[src/rtl/imem_loader_pkg.sv]
// Shared types and defaults for the instruction-memory loader.
package imem_loader_pkg;

    localparam int unsigned DEPTH_DEFAULT = 1024;
    localparam int unsigned LEN_W         = 16;
    localparam int unsigned ADDR_W        = 32;
    localparam int unsigned DATA_W        = 32;

    typedef enum logic [2:0] {
        ST_IDLE,
        ST_LEN_LO,
        ST_LEN_HI,
        ST_DATA,
        ST_LAST,
        ST_DONE,
        ST_ERR
    } state_e;

endpackage

[src/rtl/imem_loader.sv]
// Byte-stream loader: receives a 16-bit word count then little-endian words,
// and writes them into instruction memory while holding the CPU in reset.
module imem_loader
    import imem_loader_pkg::*;
#(
    parameter int unsigned DEPTH = DEPTH_DEFAULT
) (
    input  logic              clk,
    input  logic              rst_n,
    input  logic              start,
    input  logic [7:0]        rx_data,
    input  logic              rx_valid,
    output logic              rx_ready,
    output logic              we,
    output logic [ADDR_W-1:0] waddr,
    output logic [DATA_W-1:0] wdata,
    output logic              busy,
    output logic              done,
    output logic              err,
    output logic              cpu_hold
);

    state_e              r_state;
    state_e              w_state_d;
    logic [LEN_W-1:0]    r_len;
    logic [1:0]          r_byte_cnt;
    logic [LEN_W-1:0]    r_word_idx;
    logic [23:0]         r_asm;
    logic                r_rx_ready;
    logic                r_we;
    logic [ADDR_W-1:0]   r_waddr;
    logic [DATA_W-1:0]   r_wdata;
    logic                r_busy;
    logic                r_done;
    logic                r_err;
    logic                r_cpu_hold;

    logic                w_acc;
    logic                w_begin;
    logic                w_last_word;
    logic [LEN_W-1:0]    w_len_full;

    assign w_acc       = rx_valid && r_rx_ready;
    assign w_begin     = start && (r_state == ST_IDLE || r_state == ST_DONE || r_state == ST_ERR);
    assign w_last_word = (r_word_idx == r_len - LEN_W'(1));
    assign w_len_full  = {rx_data, r_len[7:0]};

    // Next-state logic
    always_comb begin
        w_state_d = r_state;
        case (r_state)
            ST_IDLE, ST_DONE, ST_ERR: begin
                if (start) w_state_d = ST_LEN_LO;
            end
            ST_LEN_LO: begin
                if (w_acc) w_state_d = ST_LEN_HI;
            end
            ST_LEN_HI: begin
                if (w_acc) begin
                    if (w_len_full == '0)
                        w_state_d = ST_DONE;
                    else if (32'(w_len_full) > 32'(DEPTH))
                        w_state_d = ST_ERR;
                    else
                        w_state_d = ST_DATA;
                end
            end
            ST_DATA: begin
                if (w_acc && r_byte_cnt == 2'd3 && w_last_word) w_state_d = ST_LAST;
            end
            ST_LAST:  w_state_d = ST_DONE;
            default:  w_state_d = ST_IDLE;
        endcase
    end

    // State register and state-decoded outputs, registered from the next state
    always_ff @(posedge clk or negedge rst_n) begin
        if (!rst_n) begin
            r_state    <= ST_IDLE;
            r_rx_ready <= 1'b0;
            r_busy     <= 1'b0;
            r_done     <= 1'b0;
            r_err      <= 1'b0;
            r_cpu_hold <= 1'b1;
        end else begin
            r_state    <= w_state_d;
            r_rx_ready <= (w_state_d == ST_LEN_LO) || (w_state_d == ST_LEN_HI) ||
                          (w_state_d == ST_DATA);
            r_busy     <= (w_state_d == ST_LEN_LO) || (w_state_d == ST_LEN_HI) ||
                          (w_state_d == ST_DATA)   || (w_state_d == ST_LAST);
            r_done     <= (w_state_d == ST_DONE);
            r_err      <= (w_state_d == ST_ERR);
            r_cpu_hold <= (w_state_d != ST_DONE);
        end
    end

    // Length capture, byte assembly and write-port generation
    always_ff @(posedge clk or negedge rst_n) begin
        if (!rst_n) begin
            r_len      <= '0;
            r_byte_cnt <= '0;
            r_word_idx <= '0;
            r_asm      <= '0;
            r_we       <= 1'b0;
            r_waddr    <= '0;
            r_wdata    <= '0;
        end else begin
            r_we <= 1'b0;
            if (w_begin) begin
                r_len      <= '0;
                r_byte_cnt <= '0;
                r_word_idx <= '0;
            end else if (w_acc) begin
                case (r_state)
                    ST_LEN_LO: r_len[7:0]  <= rx_data;
                    ST_LEN_HI: r_len[15:8] <= rx_data;
                    ST_DATA: begin
                        r_byte_cnt <= r_byte_cnt + 2'd1;
                        case (r_byte_cnt)
                            2'd0: r_asm[7:0]   <= rx_data;
                            2'd1: r_asm[15:8]  <= rx_data;
                            2'd2: r_asm[23:16] <= rx_data;
                            default: begin
                                r_we    <= 1'b1;
                                r_wdata <= {rx_data, r_asm};
                                r_waddr <= {14'd0, r_word_idx, 2'b00};
                                // Index stays on the final word so it never passes DEPTH-1
                                if (!w_last_word) r_word_idx <= r_word_idx + LEN_W'(1);
                            end
                        endcase
                    end
                    default: ;
                endcase
            end
        end
    end

    assign rx_ready = r_rx_ready;
    assign we       = r_we;
    assign waddr    = r_waddr;
    assign wdata    = r_wdata;
    assign busy     = r_busy;
    assign done     = r_done;
    assign err      = r_err;
    assign cpu_hold = r_cpu_hold;

endmodule

[config.mk]
export PLATFORM = sky130hd
export DESIGN_NAME = imem_loader
export DESIGN_NICKNAME = d
export VERILOG_FILES = /design/src/rtl/imem_loader_pkg.sv /design/src/rtl/imem_loader.sv
export SDC_FILE = /design/constraint.sdc
export NUM_CORES = 1
export LEC_CHECK = 0
export ABC_CLOCK_PERIOD_IN_PS = 5900
export CAP_MARGIN = 15
export CORE_ASPECT_RATIO = 2
export CORE_MARGIN = 5
export CORE_UTILIZATION = 58
export DETAILED_ROUTE_END_ITERATION = 12
export PLACE_DENSITY = 0.94
export SLEW_MARGIN = 40
export SYNTH_ARGS = -nofsm -noshare
export SYNTH_HDL_FRONTEND = slang
export SYNTH_SLANG_ARGS = --single-unit
export TNS_END_PERCENT = 10
[constraint.sdc]
create_clock -name clk -period 5.9 [get_ports clk]
set_input_delay 1.18 -clock clk [delete_from_list [all_inputs] [get_ports clk]]
set_output_delay 1.18 -clock clk [all_outputs]
set_load 0.05 [all_outputs]
**Word level (Yosys, flattened, before mapping)**

Index checks and enable logic that the tools add are counted.

- Equality and inequality tests: 19
- Bitwise gates (word level): 2
- $lt $le $gt $ge: 1
- Reduce and logical (&&, ||, !) cells: 26
- $add $sub $neg: 3
- Multiplexer cells: 23

Operators by type and width:

| operator | count |
|---|---|
| 16-bit 2-to-1 mux | 7 |
| 4-bit AND reduction | 5 |
| 3-bit == test, second input constant | 6 |
| 3-bit 2-to-1 mux | 6 |
| 16-bit by 1-bit adder with 16-bit output, second input constant | 1 |
| 16-bit == test | 1 |
| 16-bit by 11-bit greater-than comparator with 1-bit output, second input constant | 1 |
| 16-bit logical NOT | 1 |
| 8-bit 2-to-1 mux | 2 |
| 16-bit by 1-bit subtractor with 16-bit output, second input constant | 1 |
| 3-bit one-hot mux with 5 select lines | 1 |
| 3-bit by 2-bit == test with 1-bit output, second input constant | 4 |
| 2-bit nonzero test | 4 |
| 3-bit by 1-bit == test with 1-bit output, second input constant | 2 |
| 2-bit 2-to-1 mux | 3 |
| 2-bit AND reduction | 3 |
| 3-bit OR reduction | 2 |
| 1-bit logical OR | 5 |
| 2-bit == test, second input constant | 2 |
| 1-bit logical AND | 4 |
| 1-bit 2-to-1 mux | 4 |
| 3-bit logical NOT | 1 |
| 3-bit inequality test, second input constant | 1 |
| 2-bit by 1-bit adder with 2-bit output, second input constant | 1 |
| other kinds (5) | 6 |

- Register bits after elaboration: 115
- Output and inout bits: 70
- Logic and storage cells: 90
- Bits of input ports: 12

**Depth between registers and ports, before layout**

Gate-level depths: netlist of the first run.

- Depth in word-level cells: 9
- Gate-level depth with buffers: 12
- Gate-level depth less buffers: 10

**Worst setup path before layout of the first run**

Ideal clock, no wire load.

- Path kind: input to register
- From: in rx_valid
- To: reg r_word_idx[11]
- Setup slack: 3183 ps
- Stages on the path: 6
- Buffers on the path: 0
- Arrival: 2639 ps
- Cells stage by stage: nand2_1 nor2_1 nand2_1 a21o_4 or4_1 a21oi_1

- Longest elaborated chain between the ends: 3

Ends and longest elaborated chain:

| element | RTL line | source |
|---|---|---|
| from (decl) | imem_loader.sv:12 | `input logic rx_valid,` |
| 1-bit logical AND | imem_loader.sv:43 | `assign w_acc = rx_valid && r_rx_ready;` |
| 2-bit nonzero test (no line) | -- |  |
| 4-bit AND reduction (no line) | -- |  |
| to (signal assigned) | imem_loader.sv:128 | `if (!w_last_word) r_word_idx <= r_word_idx + LEN_W'(1);` |
| to (decl) | imem_loader.sv:27 | `logic [LEN_W-1:0] r_word_idx;` |

No other way between the ends.
A chain may end at the register's enable or synchronous reset.

**Final worst setup path of the first run**

- From: in rx_valid
- To: reg r_word_idx[6]

Same word-level chain as after synthesis.

==> key figures, run 1 <==
Final layout
  – Area delta synth->final: 22.8%
  – Register area: 2880 sq um
  – Commonest non-fill, non-tap cell in the layout: dfrtp_1
  – # diodes: 0
  – Commonest non-fill, non-tap cells in the layout: 114 x dfrtp_1, 71 x mux2_2, 64 x clkdlybuf4s50_1, 34 x nor2_1, 25 x nand2_1
  – Nets: 543
  – Layout cells sized above 1: 0.223
  – Area of the multi-input gates: 2380 sq um
  – Non-Filler Instances: 641
  – Util after Layout: 0.720
  – Fill cells: 583

Clock network
  – Clock Path Buffers: 2
  – Clock transition at the registers of the reported paths: 0.05 ns
  – Clk_lat worst skew: 0.42 ns
  – CTS tree: done
  – Post-CTS Hold Buffers: 0
  – Setup Fix Bufs, Post-CTS: 0
  – Clock sink total: 115
  – CTS buffer count: 17
  – Post-CTS sizing: 0
  – H-Tree Depth: 4
  – Clk root buf: clkbuf_16

Timing
  – Skew final: 0.00862 ns
  – Worst slew pin tran: 0.785 ns
  – Worst slew margin: 0.471
  – Final setup viols: 0
  – RSZ-0062 raised after global routing: false
  – Setup TNS: 0 ns
  – Max Freq: 286 MHz
  – Fin. Hold Viols: 0
  – Min Tclk post-route: 3.50 ns
  – Worst setup margin: 2.40 ns
  – Max Slew Vio Count: 0
  – Tcrit/Tclk final: 0.594

Floorplanning
  – Std cell rows: 50
  – Top Ports: 82
  – Die area: 11500 sq um
  – Initial core utilization: 0.586
  – Core Box Area: 9260 sq um
  – Die Width: 78.4 um
  – Die span in y: 147 um

Power and ir drop
  – Clk pwr share: 0.295
  – Pwr per Cell Area: 512 nW/um^2
  – P_int: 2.14 mW
  – Part of the power in registers: 0.347
  – Switching share of power: 0.375
  – P_sw: 1.28 mW
  – Comb power frac: 0.358
  – Max IR drop VDD: 0.000340 V
  – Lkg Pwr: 3.07 nW

Global route
  – Initial antenna violation count: 0
  – Total global-route track usage: 0.249
  – Gr ovfl total: 0
  – Largest net degree at the start of global routing: 72
  – Vias in the first global route: 4107
  – First-pass GRT wire length: 21700 um

Synthesis
  – Area leader, netlist: dfrtp_1
  – Synth area leaders: dfrtp_1 53%, mux2_2 15%, mux2i_1 3.3%
  – Number of synthesized register bits: 115
  – Mean Syn Cell Area: 11.9 sq um
  – Synth top area share: 0.525
  – Number of synthesized flops with an enable pin: 0
  – Synth Warn #: 0
  – Synth Instances: 457
  – Netlist cell types: 58
  – Fraction of registers with async set/reset: 1.00
  – Synth Cell Area: 5430 sq um
  – Primary FF master, synth: dfrtp_1
  – Register area share after synthesis: 0.530

Placed design
  – Final HPWL DP: 8770 um
  – Placed insts: 609
  – Port-buffer cells: 65
  – Final Wtd Congestion: 0.907
  – Post-placement setup slack: 2.01 ns

Worst setup path
  – WS Path Type: in2reg
  – Crit path launch type: primary input
  – Crit Path Max Fanout: 26
  – Worst path required time: 6.24 ns
  – Data arrival time of the critical path: 3.84 ns
  – Endpoint class of the critical path: flop

Routing
  – Iter 0 DRT Violations: 306
  – Vias: 3930
  – DR WL/cell: 20.6 um
  – Final WL: 13200 um
  – Final ANT Viol Nets: 0
  – DRC viols: 0
  – Vias/cell: 6.13
  – First drt pass iteration count: 6

Flow run
  – Max-Cap Viols: 0

Worst hold path
  – Hold crit path type: reg2reg

Outcome
  – Status: complete, no violations
routing by layer:
metal,track usage,up-vias,share of wire
li1,-,1726,-
met2,0.433,205,0.55
met3,0.0503,68,0.054
met1,0.263,1931,0.34
met5,0,-,0
met4,0.174,0,0.061
power by group through the flow:
stage          clock network [mW]  registers [mW]  logic (mW)
2_1_floorplan                   0            1.58       0.415
3_3_place_gp                    0            1.17        1.18
3_5_place_dp                    0            1.19        1.22
4_1_cts                      1.02            1.18        1.23
5_1_grt                      1.05            1.21        1.29
6_report                     1.01            1.19        1.22
worst max-delay path, cell delays in order:
cell	delay, ns
clkdlybuf4s50_1	0.54
nand2_1	0.13
nor2_1	0.41
nand2_2	0.47
a21o_4	0.42
or4_1	0.52
a21oi_1	0.15
cell families after synthesis:
group | Yosys count | share of synthesized area
other | 1 | 0.000691
xor gates and xnor gates | 22 | 0.0355
and+or+nand+nor | 124 | 0.123
muxes | 89 | 0.180
adders and majority gates | 7 | 0.0161
AOI/OAI and AO/OA | 58 | 0.0719
buffers and inverters | 41 | 0.0424
DFF | 115 | 0.530
final timing paths:
path	startpoint	end	slack, ns	depth (start not counted)
worst max-delay path	rx_valid	r_word_idx[6]$_DFFE_PN0P_	2.40	7
worst min-delay path	r_asm[14]$_DFFE_PN0P_	wdata[14]$_DFFE_PN0P_	0.50	1
worst max register to register	r_len[0]$_DFFE_PN0P_	err$_DFF_PN0_	2.79	10
worst min register to register	r_asm[14]$_DFFE_PN0P_	wdata[14]$_DFFE_PN0P_	0.50	1
max in group asynchronous	rst_n	r_asm[8]$_DFFE_PN0P_	4.15	2
min in group asynchronous	rst_n	r_state[1]$_DFF_PN0_	0.75	1
stage by stage:
step	hold WS (ns)	total power, mW	cell area (sq um)
after CTS	0.504	3.43	6670
final	0.499	3.42	6670
after floorplan	0.475	2.00	5490
after global placement	0.471	2.35	6080
after global routing	0.511	3.55	6670
after detailed placement	0.488	2.40	6080
final cells by class:
cell class | instances | area share
timing repair buffer | 67 | 0.100
multi-input combinational | 316 | 0.357
clock buffer | 19 | 0.0679
clock inverter | 13 | 0.0201
inverter | 7 | 0.00394
sequential | 115 | 0.432
tap | 104 | 0.0195
cell usage after synthesis (5+ instances only):
| cell | number |
|---|---|
| dfrtp_1 | 114 |
| mux2_2 | 71 |
| nor2_1 | 34 |
| nand2_1 | 26 |
| a21oi_1 | 18 |
| mux2i_1 | 18 |
| buf_4 | 16 |
| o21ai_0 | 15 |
| clkbuf_1 | 14 |
| nand3_1 | 12 |
| xnor2_1 | 11 |
| xor2_1 | 11 |
| or3_1 | 8 |
| ha_1 | 7 |
| inv_1 | 7 |
| o31ai_1 | 6 |
| or4_1 | 6 |
| and3_1 | 5 |
| nand2b_1 | 5 |
registers in the layout, indices dropped and copies added (netlist names):
signal / flops
busy: 1
cpu_hold: 1
done: 1
err: 1
r_asm: 24
r_byte_cnt: 2
r_len: 16
r_state: 3
r_word_idx: 16
rx_ready: 1
waddr: 16
wdata: 32
we: 1
Note: power is estimated with default switching activity, not from simulation.
==> inputs of run 2 (changes only) <==
ABC_CLOCK_PERIOD_IN_PS = 3650   (was 5900)
CORE_UTILIZATION = 54   (was 58)
PLACE_DENSITY = 0.89   (was 0.94)
clock period = 3.65 ns   (was 5.9 ns; I/O delays follow)
==> run 2 against run 1 <==
Sequential cell count stayed put. Global-route usage is 1.8 points lower. Cell count is 5.5% higher. Register-to-register slack worse by 2.2 ns. Utilization is 2.9 points lower. Sequential power is 60% higher. Clock power is 70% higher. Non-clock buffer count is 7 higher. Count of clock-buffer cells in the layout is 2 higher. Sequential share of layout area is 0.79 points lower. Die area is 6.7% higher. Worst hold slack worse by 0.19 ns.
==> key figures, run 2 (same netlist as run 1, synthesis figures left out) <==
Outcome
  – Status: complete, no violations

Timing
  – Min Tclk post-route: 3.04 ns
  – Fin. Hold Viols: 0
  – Worst hold slack: 0.306 ns
  – Skew final: 0.00724 ns
  – Final setup viols: 0
  – Max Slew Vio Count: 0
  – Max Freq: 329 MHz
  – Worst slew pin tran: 0.731 ns
  – Tcrit/Tclk final: 0.833
  – Worst slew margin: 0.508
  – Worst setup margin: 0.610 ns
  – Setup TNS: 0 ns
  – RSZ-0062 raised after global routing: false

Floorplanning
  – Initial core utilization: 0.552
  – Die Width: 80.9 um
  – Die span in y: 152 um
  – Die area: 12300 sq um
  – Core Box Area: 9830 sq um
  – Top Ports: 82
  – Std cell rows: 51

Routing
  – Vias/cell: 5.69
  – First drt pass iteration count: 4
  – DRC viols: 0
  – Iter 0 DRT Violations: 229
  – Final ANT Viol Nets: 0
  – DR WL/cell: 19.5 um
  – Final WL: 13200 um
  – Vias: 3846

Placed design
  – Post-placement setup slack: 0.558 ns
  – Final HPWL DP: 9440 um
  – Placed insts: 644
  – Port-buffer cells: 65
  – Final Wtd Congestion: 0.937

Worst setup path
  – Crit path launch: r_len[0]$_DFFE_PN0P_
  – Data arrival time of the critical path: 3.36 ns
  – Crit path to: r_word_idx[15]$_DFFE_PN0P_
  – WS Path Type: reg2reg
  – Crit Path Max Fanout: 25
  – Reg2reg start: r_len[0]$_DFFE_PN0P_
  – Cells on worst reg2reg path: 10
  – Worst path required time: 3.98 ns
  – Endpoint class of the critical path: flop
  – Reg2reg setup slack: 0.61 ns
  – Worst R2R End: r_word_idx[15]$_DFFE_PN0P_
  – Crit path launch type: flop

Clock network
  – Post-CTS Hold Buffers: 0
  – Clk root buf: clkbuf_16
  – CTS tree: done
  – Clock Path Buffers: 2
  – H-Tree Depth: 4
  – Clock sink total: 115
  – Clock transition at the registers of the reported paths: 0.05 ns
  – Clk_lat worst skew: 0.42 ns
  – Setup Fix Bufs, Post-CTS: 0
  – Post-CTS sizing: 0
  – CTS buffer count: 17

Flow run
  – Max-Cap Viols: 0

Final layout
  – Area delta synth->final: 25.1%
  – Util after Layout: 0.691
  – Fill cells: 703
  – # diodes: 0
  – Nets: 550
  – Largest register FFs: 32
  – Layout cells sized above 1: 0.226
  – Non-Filler Instances: 676
  – Commonest non-fill, non-tap cells in the layout: 114 x dfrtp_1, 71 x mux2_2, 64 x clkdlybuf4s50_1, 34 x nor2_1, 25 x nand2_1
  – Commonest non-fill, non-tap cell in the layout: dfrtp_1

Power and ir drop
  – Max IR drop VDD: 0.000659 V
  – Lkg Pwr: 3.13 nW
  – Pwr per Cell Area: 826 nW/um^2

Global route
  – Initial antenna violation count: 0
  – First-pass GRT wire length: 21500 um
  – Gr ovfl total: 0
  – Total global-route track usage: 0.231
  – Largest net degree at the start of global routing: 71
  – Vias in the first global route: 4140

Worst hold path
  – Hold crit path type: in2async
-- run 2: worst min-delay path by stage --
stage                     startpoint               endpoint
3_3_place_gp    waddr[5]$_DFFE_PN0P_   waddr[5]$_DFFE_PN0P_
5_1_grt                        rst_n   wdata[5]$_DFFE_PN0P_
4_1_cts                        rst_n  wdata[10]$_DFFE_PN0P_
3_5_place_dp   r_asm[13]$_DFFE_PN0P_  wdata[13]$_DFFE_PN0P_
6_report                       rst_n           we$_DFF_PN0_
2_1_floorplan                  rst_n         busy$_DFF_PN0_
-- run 2: worst max-delay path, stage by stage, from the launching register on --
cell and delay [ns]:
dfrtp_1 0.44, inv_1 0.12, ha_1 0.24, nor4b_4 0.33, nand2_2 0.13, or4_4 0.50
nand3_2 0.10, a2111oi_4 0.05, a21o_4 0.31, or4_1 0.52, a21oi_1 0.19
-- run 2: report_power, final --
part / switching (mW) / internal, mW
sequential: 0.240 / 1.66
clock: 0.571 / 1.15
combinational: 1.22 / 0.771
total: 2.03 / 3.58
-- run 2: layout make-up --
cell class,instances,area [sq um],share of cell area
inverter,7,26.3,0.00387
tap,132,165,0.0243
timing repair buffer,74,732,0.108
multi-input combinational,316,2380,0.350
clock inverter,11,161,0.0238
sequential,115,2880,0.424
clock buffer,21,450,0.0663
-- run 2: layer usage --
| metal | up-vias | global-route usage | part of all wire |
|---|---|---|---|
| met1 | 1927 | 0.241 | 0.34 |
| met4 | 0 | 0.135 | 0.048 |
| met3 | 51 | 0.0527 | 0.039 |
| met2 | 122 | 0.406 | 0.57 |
| li1 | 1746 | - | - |
| met5 | - | 0 | 0 |
-- run 2: through the flow --
stage          instance area (sq um)  power (mW)
3_5_place_dp                    6180        3.89
6_report                        6790        5.61
3_3_place_gp                    6180        3.82
2_1_floorplan                   5490        3.23
4_1_cts                         6790        5.64
5_1_grt                         6790        5.83
==> inputs of run 3 (changes only) <==
ABC_CLOCK_PERIOD_IN_PS = 2500   (was 3650)
CORE_UTILIZATION = 49   (was 54)
PLACE_DENSITY = 0.85   (was 0.89)
clock period = 2.5 ns   (was 3.65 ns; I/O delays follow)
==> run 3 against run 2 <==
The run now ends with setup timing left. Cell area increased by 8.1%. Clock skew increased by 0.0026 ns. Routed wire length increased by 10%. Count of clock-buffer cells in the layout decreased by 4. Via count increased by 7.3%. Worst setup slack got worse by 0.93 ns. Maximum frequency increased by 7.9%. Cell count increased by 8.7%. Critical endpoint is now r_word_idx[12]$_DFFE_PN0P_. Largest power group unchanged.
==> key figures, run 3 (same netlist as run 1, synthesis figures left out) <==
Power and ir drop
  – Max IR drop VDD: 0.00100 V
  – Pwr per Cell Area: 1110 nW/um^2
  – PnR Total Power: 8.18 mW
  – Lkg Pwr: 3.41 nW

Timing
  – Max Freq: 355 MHz
  – Worst slew margin: 0.445
  – RSZ-0062 raised after global routing: true
  – Worst hold slack: 0.105 ns
  – Fin. Hold Viols: 0
  – Max Slew Vio Count: 0
  – Worst slew pin tran: 0.824 ns
  – Skew final: 0.00981 ns
  – Tcrit/Tclk final: 1.13
  – Setup TNS: -5.01 ns
  – Final setup viols: 24
  – Min Tclk post-route: 2.82 ns
  – Worst setup margin: -0.316 ns

Worst setup path
  – WS Path Type: reg2reg
  – Worst path required time: 2.84 ns
  – Endpoint class of the critical path: flop
  – Cells on worst reg2reg path: 13
  – Crit path launch type: flop
  – Crit Path Max Fanout: 6
  – Data arrival time of the critical path: 3.16 ns

Floorplanning
  – Die area: 13400 sq um
  – Die Width: 84.4 um
  – Core Box Area: 10900 sq um
  – Die span in y: 159 um
  – Initial core utilization: 0.499
  – Top Ports: 82
  – Std cell rows: 54

Routing
  – DRC viols: 0
  – First drt pass iteration count: 5
  – Final ANT Viol Nets: 0
  – Vias/cell: 5.61
  – Final WL: 14500 um
  – DR WL/cell: 19.7 um
  – Vias: 4127
  – Iter 0 DRT Violations: 276

Final layout
  – Commonest non-fill, non-tap cells in the layout: 114 x dfrtp_1, 71 x mux2_2, 64 x clkdlybuf4s50_1, 54 x buf_4, 34 x nor2_1
  – Area delta synth->final: 35.2%
  – Largest register FFs: 32
  – Commonest non-fill, non-tap cell in the layout: dfrtp_1
  – Non-Filler Instances: 735
  – Layout cells sized above 1: 0.343
  – Util after Layout: 0.675
  – Cell area after layout: 7340 sq um
  – Nets: 601
  – # diodes: 0

Placed design
  – Final HPWL DP: 9960 um
  – Placed insts: 693
  – Port-buffer cells: 65
  – Post-placement setup slack: -0.510 ns
  – Final Wtd Congestion: 0.905
  – Placed Instance Area: 6500 sq um

Global route
  – Vias in the first global route: 4450
  – Largest net degree at the start of global routing: 50
  – Total global-route track usage: 0.223
  – Gr ovfl total: 0
  – Initial antenna violation count: 0
  – First-pass GRT wire length: 23200 um

Outcome
  – Failing checks: setup timing
  – Status: complete, but fails checks

Clock network
  – Clock Path Buffers: 2
  – Clock sink total: 115
  – Post-CTS Hold Buffers: 0
  – H-Tree Depth: 4
  – Clock transition at the registers of the reported paths: 0.06 ns
  – CTS buffer count: 17
  – Clk_lat worst skew: 0.42 ns
  – Clk root buf: clkbuf_16
  – CTS tree: done

Flow run
  – Max-Cap Viols: 0

Worst hold path
  – Hold crit path type: in2async
==> run 3: cell types whose count changed in the layout (fill, tap and decap cells not counted), moves of 6 or more <==
cell	delta
o21ai_0	-6
buf_4	+46
inv_6	+6
a21oi_2	+6
a21oi_1	-7
==> run 3: routing by layer <==
metal | wire length [um] | track usage | share of wire
met1 | 4880 | 0.221 | 0.34
met5 | 0 | 0 | 0
met3 | 575 | 0.0410 | 0.040
met2 | 8150 | 0.407 | 0.56
met4 | 910 | 0.153 | 0.063
==> run 3: critical path: stages (launching register included) <==
cell and delay [ns]:
dfrtp_1 0.43, inv_2 0.09, ha_4 0.13, nor4b_4 0.25, buf_4 0.18, nand2_4 0.04
or4_4 0.43, nand3_4 0.11, a2111oi_4 0.04, buf_4 0.16, a21o_4 0.23, buf_4 0.14
or3_4 0.36, a21oi_2 0.13
==> run 3: layout make-up <==
type	instances	area (sq um)
Timing Repair Buffer	122	1100
Clock inverter	15	159
Multi-Input combinational cell	319	2580
Clock buffer	17	425
Inverter	7	26.3
Fill cell	735	3540
Tap cell	140	175
Sequential cell	115	2880
==> run 3: timing repair <==
| action | in CTS | in global routing |
|---|---|---|
| gates cloned | 2 | 1 |
| pin swaps | 20 | 12 |
| endpoints found under the setup margin | 24 | 24 |
| setup buffers | 7 | 1 |
| resized for setup | 26 | 18 |
==> run 3: worst paths after layout <==
| check | from | endpoint | slack, ns |
|---|---|---|---|
| min reg2reg | r_asm[17]$_DFFE_PN0P_ | wdata[17]$_DFFE_PN0P_ | 0.50 |
| max reg2reg | r_len[0]$_DFFE_PN0P_ | r_word_idx[12]$_DFFE_PN0P_ | -0.32 |
| min | rst_n | r_word_idx[0]$_DFFE_PN0P_ | 0.11 |
| min in group clk | r_asm[17]$_DFFE_PN0P_ | wdata[17]$_DFFE_PN0P_ | 0.50 |
| max | r_len[0]$_DFFE_PN0P_ | r_word_idx[12]$_DFFE_PN0P_ | -0.32 |
| max in group asynchronous | rst_n | wdata[21]$_DFFE_PN0P_ | 1.65 |
==> run 3: where the power goes <==
part | internal [mW] | switching (mW) | leakage [nW]
registers | 2.42 | 0.360 | 1.45
logic | 1.19 | 1.82 | 1.68
clock network | 1.41 | 0.986 | 0.280
total | 5.02 | 3.16 | 3.41
